[src/rtl/spi_reg_pkg.sv]
// Shared constants and FSM encoding for the SPI register bank.
package spi_reg_pkg;

    localparam int ADDR_W        = 4;
    localparam int CMD_WRITE_BIT = 7;

    localparam logic [ADDR_W-1:0] ADDR_ID     = 4'd0;
    localparam logic [ADDR_W-1:0] ADDR_FAN    = 4'd1;
    localparam logic [ADDR_W-1:0] ADDR_CTRL   = 4'd2;
    localparam logic [ADDR_W-1:0] ADDR_STATUS = 4'd3;

    typedef enum logic [1:0] {
        IDLE  = 2'd0,
        CMD   = 2'd1,
        WRITE = 2'd2,
        READ  = 2'd3
    } state_t;

    function automatic logic is_writable(input logic [ADDR_W-1:0] a);
        return !(a == ADDR_ID || a == ADDR_STATUS);
    endfunction

endpackage

[src/rtl/spi_sync.sv]
// Multi-flop synchronizer with rising-edge detect and a "chain flushed" flag
// that goes high once the output reflects real samples rather than the reset value.
module spi_sync #(
    parameter int   STAGES    = 2,
    parameter logic RESET_VAL = 1'b0
) (
    input  logic sysclk,
    input  logic reset,
    input  logic async_in,
    output logic sync_out,
    output logic rise,
    output logic valid
);

    logic [STAGES-1:0] chain;
    logic [STAGES-1:0] fill;
    logic              prev;

    always_ff @(posedge sysclk or posedge reset) begin
        if (reset) begin
            chain <= {STAGES{RESET_VAL}};
            fill  <= '0;
            prev  <= RESET_VAL;
        end else begin
            chain <= {chain[STAGES-2:0], async_in};
            fill  <= {fill[STAGES-2:0], 1'b1};
            prev  <= chain[STAGES-1];
        end
    end

    assign sync_out = chain[STAGES-1];
    assign rise     = chain[STAGES-1] & ~prev;
    assign valid    = fill[STAGES-1];

endmodule

[src/rtl/spi_reg_bank.sv]
// SPI-framed 16-entry register bank. Define SPI_REG_AUTOINC_EN for burst address increment.
// state | meaning: IDLE wait for CS low | CMD expect command byte | WRITE data bytes stored | READ bytes return reg data
module spi_reg_bank
    import spi_reg_pkg::*;
#(
    parameter logic [7:0] ID_VALUE    = 8'hA5,
    parameter int         SYNC_STAGES = 2
) (
    input  logic       sysclk,
    input  logic       reset,
    input  logic       rxReady,
    input  logic [7:0] rx,
    input  logic       spiCS,
    output logic       txReady,
    output logic [7:0] tx,
    output logic [7:0] fanDuty,
    output logic [7:0] ctrl,
    input  logic [7:0] status
);

`ifdef SPI_REG_AUTOINC_EN
    localparam logic [ADDR_W-1:0] ADDR_STEP = 4'd1;
`else
    localparam logic [ADDR_W-1:0] ADDR_STEP = 4'd0;
`endif

    logic rx_level_unused, rx_rise, rx_valid;
    logic cs_level, cs_rise, cs_valid;

    spi_sync #(.STAGES(SYNC_STAGES), .RESET_VAL(1'b0)) u_rx_sync (
        .sysclk(sysclk), .reset(reset), .async_in(rxReady),
        .sync_out(rx_level_unused), .rise(rx_rise), .valid(rx_valid)
    );

    spi_sync #(.STAGES(SYNC_STAGES), .RESET_VAL(1'b1)) u_cs_sync (
        .sysclk(sysclk), .reset(reset), .async_in(spiCS),
        .sync_out(cs_level), .rise(cs_rise), .valid(cs_valid)
    );

    state_t            state, state_next;
    logic              armed;
    logic              strobe;
    logic [ADDR_W-1:0] addr;
    logic [ADDR_W-1:0] rd_addr;
    logic [7:0]        rd_data;
    logic [7:0]        regs [16];

    // CS high wins over a coincident byte strobe.
    assign strobe = rx_rise & rx_valid & ~cs_level;

    // A CS held low across reset must not open a frame until it has been seen high.
    always_ff @(posedge sysclk or posedge reset) begin
        if (reset) begin
            state <= IDLE;
            armed <= 1'b0;
        end else begin
            state <= state_next;
            armed <= armed | cs_rise | (cs_valid & cs_level);
        end
    end

    always_comb begin
        state_next = state;
        if (cs_level) begin
            state_next = IDLE;
        end else begin
            case (state)
                IDLE:    if (armed) state_next = CMD;
                CMD:     if (strobe) state_next = rx[CMD_WRITE_BIT] ? WRITE : READ;
                default: state_next = state;
            endcase
        end
    end

    assign rd_addr = (state == CMD) ? rx[ADDR_W-1:0] : addr;

    always_comb begin
        case (rd_addr)
            ADDR_ID:     rd_data = ID_VALUE;
            ADDR_STATUS: rd_data = status;
            default:     rd_data = regs[rd_addr];
        endcase
    end

    always_ff @(posedge sysclk or posedge reset) begin
        if (reset) begin
            txReady <= 1'b0;
            tx      <= 8'h00;
            addr    <= '0;
            for (int i = 0; i < 16; i++) regs[i] <= 8'h00;
        end else begin
            txReady <= 1'b0;
            if (strobe) begin
                case (state)
                    CMD: begin
                        txReady <= 1'b1;
                        if (rx[CMD_WRITE_BIT]) begin
                            tx   <= 8'h00;
                            addr <= rx[ADDR_W-1:0];
                        end else begin
                            tx   <= rd_data;
                            addr <= rx[ADDR_W-1:0] + ADDR_STEP;
                        end
                    end
                    WRITE: begin
                        if (is_writable(addr)) regs[addr] <= rx;
                        tx      <= rx;
                        txReady <= 1'b1;
                        addr    <= addr + ADDR_STEP;
                    end
                    READ: begin
                        tx      <= rd_data;
                        txReady <= 1'b1;
                        addr    <= addr + ADDR_STEP;
                    end
                    default: ;
                endcase
            end
        end
    end

    assign fanDuty = regs[ADDR_FAN];
    assign ctrl    = regs[ADDR_CTRL];

endmodule

[config.mk]
export PLATFORM = sky130hd
export DESIGN_NAME = spi_reg_bank
export DESIGN_NICKNAME = d
export VERILOG_FILES = /design/src/rtl/spi_reg_pkg.sv /design/src/rtl/spi_sync.sv /design/src/rtl/spi_reg_bank.sv
export SDC_FILE = /design/constraint.sdc
export NUM_CORES = 1
export LEC_CHECK = 0
export CORE_MARGIN = 5
export CORE_UTILIZATION = 35
export CTS_CLUSTER_SIZE = 40
export DETAILED_ROUTE_END_ITERATION = 7
export SLEW_MARGIN = 20
export SYNTH_ARGS = -nofsm -noshare
export SYNTH_HDL_FRONTEND = slang
export SYNTH_SLANG_ARGS = --single-unit
[constraint.sdc]
create_clock -name sysclk -period 8.65 [get_ports sysclk]
set_input_delay 1.2975 -clock sysclk [delete_from_list [all_inputs] [get_ports sysclk]]
set_output_delay 1.2975 -clock sysclk [all_outputs]
set_load 0.02 [all_outputs]
# Yosys cells after proc, flatten, opt, wreduce, memory -nomap -nowiden
# Index checks and enable logic that the tools add are counted.
# Widths: inputs -> output; s select.
[op_classes] magnitude_cmp=3 n_eq_ne=7 mux=17 bitwise=13 n_reduce_logical=11
[op_table] cell="$bwmux 128" count=1
[op_table] cell="$bmux 8 s4" count=1
[op_table] cell="$demux 8 s4" count=1
[op_table] cell="$mux 8" count=4
[op_table] cell="$pmux 8 s3" count=1
[op_table] cell="$pmux 8 s2" count=1
[op_table] cell="$ge 5x5->1 const B" count=2
[op_table] cell="$not 4->5" count=2
[op_table] cell="$eq 4x2->1 const B" count=2
[op_table] cell="$logic_not 4->1" count=2
[op_table] cell="$mux 2" count=3
[op_table] cell="$ne 3x2->1 const B" count=2
[op_table] cell="$reduce_and 3->1" count=2
[op_table] cell="$reduce_bool 3->1" count=2
[op_table] cell="$and 1x1->1" count=5
[op_table] cell="$lt 5x1->1 const B" count=1
[op_table] cell="$eq 2x2->1 const B" count=2
[op_table] cell="$mux 4" count=1
[op_table] cell="$not 1->1" count=4
[op_table] cell="$pmux 2 s2" count=1
[op_table] cell="$mux 1" count=3
[op_table] cell="$reduce_or 3->1" count=1
[op_table] cell="$eq 2x1->1 const B" count=1
[op_table] cell="$logic_not 2->1" count=1
[op_table] cell="other kinds (4)" count=5
[word_totals] regBits=154 input_bits=20 out_inout_bits=25 wordCells=78

# Logic depth before layout (Yosys ltp)
# Gate-level depths: netlist of the first run.
[logic_depth] word_depth=9 mapped_depth=9 mapped_depth_nobuf=6

# By module
# A second synthesis of the first run with hierarchy kept.
[unflattened] cells_unflattened=607 hier_area_um2=7289.5
[by_module_without_submodules] module="spi_reg_bank" instances=1 cells_each=591 area_per_inst_um2=6993.0 seq_area_each_um2=3503.4
[by_module_without_submodules] module="spi_sync at u_cs_sync" instances=1 cells_each=8 area_per_inst_um2=150.1 seq_area_each_um2=128.9
[by_module_without_submodules] module="spi_sync at u_rx_sync" instances=1 cells_each=8 area_per_inst_um2=146.4 seq_area_each_um2=125.1

# Worst setup path before layout of the first run
# No wires, ideal clock.
[synth_timing] kind="input to register" start="input rx[3]" end="register tx[6]" setup_ns=0.094 t_arrival_ns=2.688 t_required_ns=8.556 slack_ns=5.868 stages=7 path_buffers=1 path_cell_list="buf_2 nor4b_4 a21oi_4 or3_4 o21ai_1 nor2_1 a211oi_1"
[synth_between] elab_chain_cells=8 elab_cells_between_ends=10 cone_classes="eq/ne: 1; mux: 7; bitwise: 1; reduce/logical: 1"
[synth_rtl] element="start: declaration" line="spi_reg_bank.sv:12" source="input logic [7:0] rx,"
[synth_rtl] element="$mux 4 *"
[synth_rtl] element="$not 4->5 (not written as such)" line="spi_reg_bank.sv:81" source="default: rd_data = regs[rd_addr];"
[synth_rtl] element="$bmux 8 s4" line="spi_reg_bank.sv:81"
[synth_rtl] element="$mux 8 (not written as such) (2 in series)" line="spi_reg_bank.sv:81"
[synth_rtl] element="$pmux 8 s2 *" line="spi_reg_bank.sv:78" source="case (rd_addr)"
[synth_rtl] element="$mux 8" line="spi_reg_bank.sv:97" source="if (rx[CMD_WRITE_BIT]) begin"
[synth_rtl] element="$pmux 8 s3 *" line="spi_reg_bank.sv:94" source="case (state)"
[synth_rtl] element="end signal: assignment" line="spi_reg_bank.sv:101" source="tx <= rd_data;"
[synth_rtl] element="end signal: assignment" line="spi_reg_bank.sv:107" source="tx <= rx;"
[synth_rtl] element="end signal: assignment" line="spi_reg_bank.sv:112" source="tx <= rd_data;"
[synth_rtl] element="end: declaration" line="spi_reg_bank.sv:15" source="output logic [7:0] tx,"
# Mark *: on every way between the ends. The rest lies on a longest branch, timed or not. The select of a mux whose other input is x is not followed.
# A chain may end at the register's enable or synchronous reset.

# Worst setup path in the final report of the first run
[layout_timing] start="input rx[1]" end="register tx[3]"
# Same word-level chain as after synthesis.

==> metrics.log, run 1 <==
[metrics] met1 Track Usage GR: a little under a quarter
[metrics] Worst Hold Launch: u_cs_sync.fill[0]
[metrics] pin count of the biggest net entering global routing: 87
[metrics] placer's final routability congestion estimate: 0.8356
[metrics] crit end category: flop
[metrics] critical register-to-register path startpoint: state[1]
[metrics] clock tree buffer depth: 2
[metrics] number of port buffers: 44
[metrics] crit path kind: input pin to flop
[metrics] number of endpoints failing setup at the final stage: 0
[metrics] power share of the clock group: between 40% and 50%
[metrics] Clock Tree Root: clkbuf_16
[metrics] worst-skew pair later-pin latency: 430 ps
[metrics] wirelength, routed: ~19000 um
[metrics] Core Util, Final: 40.93%
[metrics] critical path startpoint: rx[1]
[metrics] power share of the sequential group: 39.5%
[metrics] total count of max-transition violations in the final report: 0
[metrics] layout cell share with drive strength beyond 1: around a quarter
[metrics] final critical-path share of the clock period: 43.55%
[metrics] H-Tree Depth: 4
[metrics] time the final worst path needs with I/O delays and setup: 3767 ps
[metrics] internal power: 1406 uW
[metrics] Post-Synthesis Net Count: 637
[metrics] Starting Density: approximately 36%
[metrics] Max Clk Rate: 0.2655 GHz
[metrics] final instance area: 0.008282 mm2
[metrics] Post-synth EDFFs: 0
[metrics] area of the die: around 0.024 mm2
[metrics] via count of the first global-routing pass: 5106
[metrics] TritonCTS buffer count: 17
[metrics] Worst Hold Class: flop to flop
[metrics] Setup TNS: 0 ps
[metrics] I/O pin total: 45
[metrics] mean post-synth cell area: 11.66 um2
[metrics] met2 Resource Use GR: 25.24%
[metrics] Post-Route Skew: 9.718 ps
[metrics] Final Total Pwr: 1936 uW
[metrics] Primary FF master, synth: dfrtp_1
[metrics] antenna violations before repair: 0
[metrics] post-detailed-route DRC marker count: 0
[metrics] average via count per standard cell: 5.476
[metrics] final count of hold timing violations: 0
[metrics] RSZ-0062 raised after global routing: no
[metrics] worst voltage drop across the vdd grid: 0.1186 mV
[metrics] count of vias placed by the detailed router: around 5000
[metrics] Gate Count Post-Synth: just over 600
[metrics] violation count after the first detailed-route iteration: 372
[metrics] iteration count of the initial detailed-routing pass: 5
[metrics] all-layer global routing usage: 16.22%
[metrics] Die W: 153.4 um
[metrics] global route overflow: 0
[metrics] post-place instance area: ~0.0076 mm2
[metrics] worst path setup slack after routing: about 4900 ps
[metrics] number of library cell types mapped by synthesis: 60
[metrics] Seq/Total Area, Yosys: 51.53%
[metrics] relative slew slack: 27.36%
[metrics] Detail Placement HPWL: around 12000 um
[metrics] combinational share of power: 16.4%
[metrics] cell area after technology mapping: 0.007194 mm2
[metrics] post-CTS clock slew at the launch and capture registers of the worst setup and hold paths: 60 ps
[metrics] highest net fanout along the worst path: 26
[metrics] most crowded layer after global routing: met2
[metrics] die boundary height: 153.4 um
[metrics] number of nets in the final layout: 636
[metrics] global-route wire length before repair: 29990 um
[metrics] sort of element at the start of the critical path: input pin
[metrics] CTS hold repair buffers: 0
[metrics] max-cap violations: 0
[metrics] post-synthesis sequential element count: 148
[metrics] number of diodes: 0
[metrics] Pwr per Cell Area: between 200 and 250 mW/mm2
[metrics] core area: 0.02023 mm2
[metrics] CTS tree: built
[metrics] result of the run: completed
[metrics] transition time of the tightest slew-check pin: 1087 ps
[metrics] WP data required: approximately 9000 ps
[metrics] # clock sinks: 148
[metrics] floorplan row count: between 50 and 60
[metrics] wire per inst: 20.73 um
[metrics] Net Switching: between 500 and 600 uW
[metrics] area growth from synthesis to final layout: 15.11%
[metrics] arrival time of the worst setup path: a little over 4000 ps
[metrics] post-CTS setup buffer count: 0
[metrics] r2r setup slk: 5230 ps
[metrics] met3 Use GR: approximately 4.1%
[metrics] Synth async-reset ratio: 100.0%
[metrics] yosys warns: 0
[metrics] Sw Share: 27.41%
[metrics] static leakage power: 0.003596 uW
[metrics] Place WS: around 4500 ps
[metrics] Post-DRT Antenna Nets: 0
[metrics] cells resized by post-CTS repair: 0
-- layout by cell type (no fill, tap or decap), types with 3 or more instances in the layout --
master and n:
clkbuf_16 17, o22ai_1 4, o21ai_0 10, nor4_1 3
a211oi_1 8, a221o_1 3, mux2i_1 20, nor2b_1 6
nand4_1 3, nand2b_1 8, a21oi_1 45, nor3_1 6
o31ai_1 5, a2111oi_0 3, a22oi_1 7, nand3_1 6
o21ai_1 3, nor2_2 3, clkdlybuf4s50_1 44, inv_1 5
nor2_1 14, nand2_1 75, mux2_2 100, a31oi_1 3
dfrtp_1 145, mux2_1 14, inv_6 3, buf_4 4
bufinv_16 6, dfstp_2 3, o221ai_1 3, a21o_1 3
and3_1 3
-- area by class of cell --
cell class,instances,area [um2]
multi-input combinational,395,3060
clock inverter,10,217.7
tap,270,337.8
clock buffer,21,460.4
sequential,148,3707
fill,1898,11950
timing repair buffer,48,470.5
inverter,6,27.53
-- flip-flops by register name, summed over array words and instances (netlist names), 2 cells and up --
signal / count
u_cs_sync.chain: 2
ctrl: 8
u_cs_sync.fill: 2
tx: 8
addr: 4
fanDuty: 8
regs: 108
u_rx_sync.chain: 2
state: 2
-- worst max-delay path, stage by stage --
cell	delay, ps
clkdlybuf4s50_1	860
mux2i_4	590
buf_4	430
a21oi_1	130
a22oi_1	400
nand3_1	140
a211oi_1	220
-- per-layer routing --
layer  vias to the layer above  share of wire (%)
met5                         -                  0
met4                         0               0.86
met3                        15                5.2
met2                       127                 47
met1                      2586                 47
li1                       2189                  -
-- power groups by stage --
| stage | clock [uW] | combinational (uW) | sequential [uW] |
|---|---|---|---|
| after floorplan | 0 | 236 | 764 |
| after global placement | 0 | 312 | 774 |
| after detailed placement | 0 | 318 | 775 |
| after CTS | 865 | 319 | 763 |
| after global routing | 899 | 346 | 768 |
| final | 854 | 318 | 764 |
-- final timing paths --
path                                endpoint  cells past startpoint
max in group asynchronous            addr[2]                      3
min in group asynchronous           regs[99]                      2
setup reg to reg                       tx[3]                      7
setup / recovery                       tx[3]                      7
hold / removal             u_cs_sync.fill[1]                      0
hold reg to reg            u_cs_sync.fill[1]                      0
-- cell families after synthesis --
family / after synthesis / share of synthesized area, %
multiplexers: 138 / 21.77
AO/OA/AOI/OAI: 119 / 11.34
AND/OR/NAND/NOR: 135 / 9.131
other: 1 / 0.05212
buffers and inverters: 74 / 5.931
flip-flops: 148 / 51.53
XOR/XNOR: 2 / 0.2435
-- per-stage QoR --
stage	hold WS (ps)	std cells
after floorplan	331.2	617
after global placement	333.5	867
after detailed placement	339.5	867
after CTS	357.1	898
after global routing	365.2	898
final	352.0	898
-- synth_stat cells (5+ instances only) --
library cell | count | area (um2)
a211oi_1 | 8 | 60.06
a21oi_1 | 45 | 225.2
a22oi_1 | 7 | 52.55
buf_2 | 14 | 70.07
buf_4 | 19 | 142.6
buf_6 | 8 | 90.09
clkbuf_1 | 27 | 101.4
dfrtp_1 | 145 | 3628
inv_1 | 6 | 22.52
mux2_1 | 14 | 157.7
mux2_2 | 100 | 1126
mux2i_1 | 20 | 200.2
nand2_1 | 75 | 281.5
nand2b_1 | 8 | 50.05
nand3_1 | 6 | 30.03
nor2_1 | 14 | 52.55
nor2b_1 | 6 | 37.54
nor3_1 | 6 | 30.03
o21ai_0 | 10 | 50.05
o31ai_1 | 5 | 37.54
Power figures use the tool's default switching activity.
==> run 2: changes to the inputs <==
clock period = 3.1 ns   (was 8.65 ns; I/O delays follow)
==> metrics.log, run 2 (same netlist as run 1, synthesis figures left out) <==
[metrics] area growth from synthesis to final layout: 16.30%
[metrics] Pwr per Cell Area: 612.2 mW/mm2 (+160%)
[metrics] Post-DRT Antenna Nets: 0 (unchanged)
[metrics] CTS tree: built
[metrics] all-layer global routing usage: 16.32% (+0.11 points)
[metrics] CTS hold repair buffers: 0 (unchanged)
[metrics] post-detailed-route DRC marker count: 0 (unchanged)
[metrics] WP data required: 3420 ps (-5560 ps)
[metrics] TritonCTS buffer count: 17 (unchanged)
[metrics] number of port buffers: 44 (unchanged)
[metrics] RSZ-0062 raised after global routing: no
[metrics] # clock sinks: 148 (unchanged)
[metrics] number of flip-flops in the largest register: 108 (unchanged)
[metrics] core area: 0.02023 mm2 (unchanged)
[metrics] antenna violations before repair: 0 (unchanged)
[metrics] wirelength, routed: 18610 um (about the same)
[metrics] crit end category: flop
[metrics] average via count per standard cell: 5.490 (+0.26%)
[metrics] Max Clk Rate: 0.3971 GHz
[metrics] floorplan row count: 52 (unchanged)
[metrics] most common library cell in the layout ignoring fill and taps: dfrtp_1
[metrics] layout cell share with drive strength beyond 1: 26.74% (+2.2 points)
[metrics] final count of hold timing violations: 0 (unchanged)
[metrics] Clock Tree Root: clkbuf_16
[metrics] static leakage power: 0.003658 uW (+1.7%)
[metrics] filler cell count: 1886 (-0.63%)
[metrics] total count of max-transition violations in the final report: 0 (unchanged)
[metrics] Die W: 153.4 um (unchanged)
[metrics] result of the run: completed
[metrics] Post-Route Skew: 8.795 ps (-0.9228 ps)
[metrics] final critical-path share of the clock period: 81.23%
[metrics] H-Tree Depth: 4 (unchanged)
[metrics] number of endpoints failing setup at the final stage: 0 (unchanged)
[metrics] I/O pin total: 45 (unchanged)
[metrics] Starting Density: 35.56% (unchanged)
[metrics] die boundary height: 153.4 um (unchanged)
[metrics] transition time of the tightest slew-check pin: 784.8 ps (-302.5 ps)
[metrics] clock tree buffer depth: 2 (unchanged)
[metrics] via count of the first global-routing pass: 5225 (+2.3%)
[metrics] global-route wire length before repair: 30040 um (+0.18%)
[metrics] Setup TNS: 0 ps (unchanged)
[metrics] worst voltage drop across the vdd grid: 0.2805 mV (+140%)
[metrics] wire per inst: 20.30 um (-2.1%)
[metrics] number of nets in the final layout: 655 (+3.0%)
[metrics] time the final worst path needs with I/O delays and setup: between 2000 and 3000 ps
[metrics] Non-Filler Instances: 917 (+2.1%)
[metrics] arrival time of the worst setup path: 2840 ps (-1260 ps)
[metrics] largest reg by FF count: regs
[metrics] crit path kind: flop to flop
[metrics] number of diodes: 0 (unchanged)
[metrics] pin count of the biggest net entering global routing: 149 (+71%)
[metrics] relative slew slack: 47.68% (+20 points)
[metrics] count of vias placed by the detailed router: 5034 (+2.4%)
[metrics] most used cells in the layout excluding fill and tap cells: 145 x dfrtp_1, 100 x mux2_2, 75 x nand2_1, 45 x a21oi_1, 44 x clkdlybuf4s50_1
[metrics] global route overflow: 0 (unchanged)
[metrics] Worst Hold Class: flop to flop
[metrics] iteration count of the initial detailed-routing pass: 5 (unchanged)
[metrics] cells resized by post-CTS repair: 0 (unchanged)
[metrics] count of placed standard cells including taps: 886 (+2.2%)
[metrics] placer's final routability congestion estimate: 0.8881 (+6.3%)
[metrics] highest net fanout along the worst path: 19 (-27%)
[metrics] post-CTS setup buffer count: 0 (unchanged)
[metrics] worst-skew pair later-pin latency: 420 ps (about the same)
[metrics] violation count after the first detailed-route iteration: 342 (-8.1%)
[metrics] area of the die: 0.02352 mm2 (unchanged)
[metrics] post-CTS clock slew at the launch and capture registers of the worst setup and hold paths: 60 ps (about the same)
[metrics] Detail Placement HPWL: 12690 um (+3.6%)
[metrics] sort of element at the start of the critical path: flop
[metrics] max-cap violations: 0 (unchanged)
## run 2: routing by layer
metal  global-route usage (%)  vias to the layer above  routed length (um)
li1                         -                     2233                   -
met1                    21.78                     2604                8318
met2                    25.81                      171                8871
met3                    5.117                       26                1118
met4                    4.542                        0                 304
met5                        0                        -                   0
## run 2: final cells by class
cell class	instances	area (um2)	area share, %
Tap cell	270	337.8	4.038
Timing Repair Buffer	67	638.1	7.627
Clock inverter	7	95.09	1.137
Multi-Input combinational cell	395	3060	36.58
Clock buffer	24	501.7	5.997
Inverter	6	26.28	0.3140
Sequential cell	148	3707	44.31
## run 2: critical path, stage by stage, from the launching register on
cell and delay (ps):
dfrtp_1 340, nand2b_1 380, mux2i_4 570, buf_4 360, a21oi_1 120, a22oi_1 220
o22ai_1 130, o31ai_1 280
## run 2: path summary, 6_finish.rpt
path,endpoint,startpoint,slack [ps],cells past startpoint
worst max-delay path,tx[0],state[1],580,7
worst min-delay path,u_rx_sync.chain[1],u_rx_sync.chain[0],350,0
worst max register to register,tx[0],state[1],580,7
worst min register to register,u_rx_sync.chain[1],u_rx_sync.chain[0],350,0
max in group asynchronous,regs[47],reset,1910,3
min in group asynchronous,ctrl[2],reset,600,3
## run 2: power by group
group | leakage [uW] | switching, uW | internal, uW
Combinational | 0.00148 | 559 | 373
Clock | 0.000293 | 781 | 1290
Sequential | 0.00188 | 97.4 | 2020
## run 2: through the flow
step	setup WS, ps	total power [uW]	util (%)	cell area (um2)	hold slack [ps]
3_5_place_dp	347.3	3089	38.40	7770	337.8
2_1_floorplan	776.5	2791	-	7198	331.2
4_1_cts	560.8	5165	41.35	8367	356.5
6_report	582.0	5123	41.35	8367	353.0
3_3_place_gp	308.3	3073	38.40	7770	335.3
5_1_grt	374.7	5352	41.35	8367	362.7
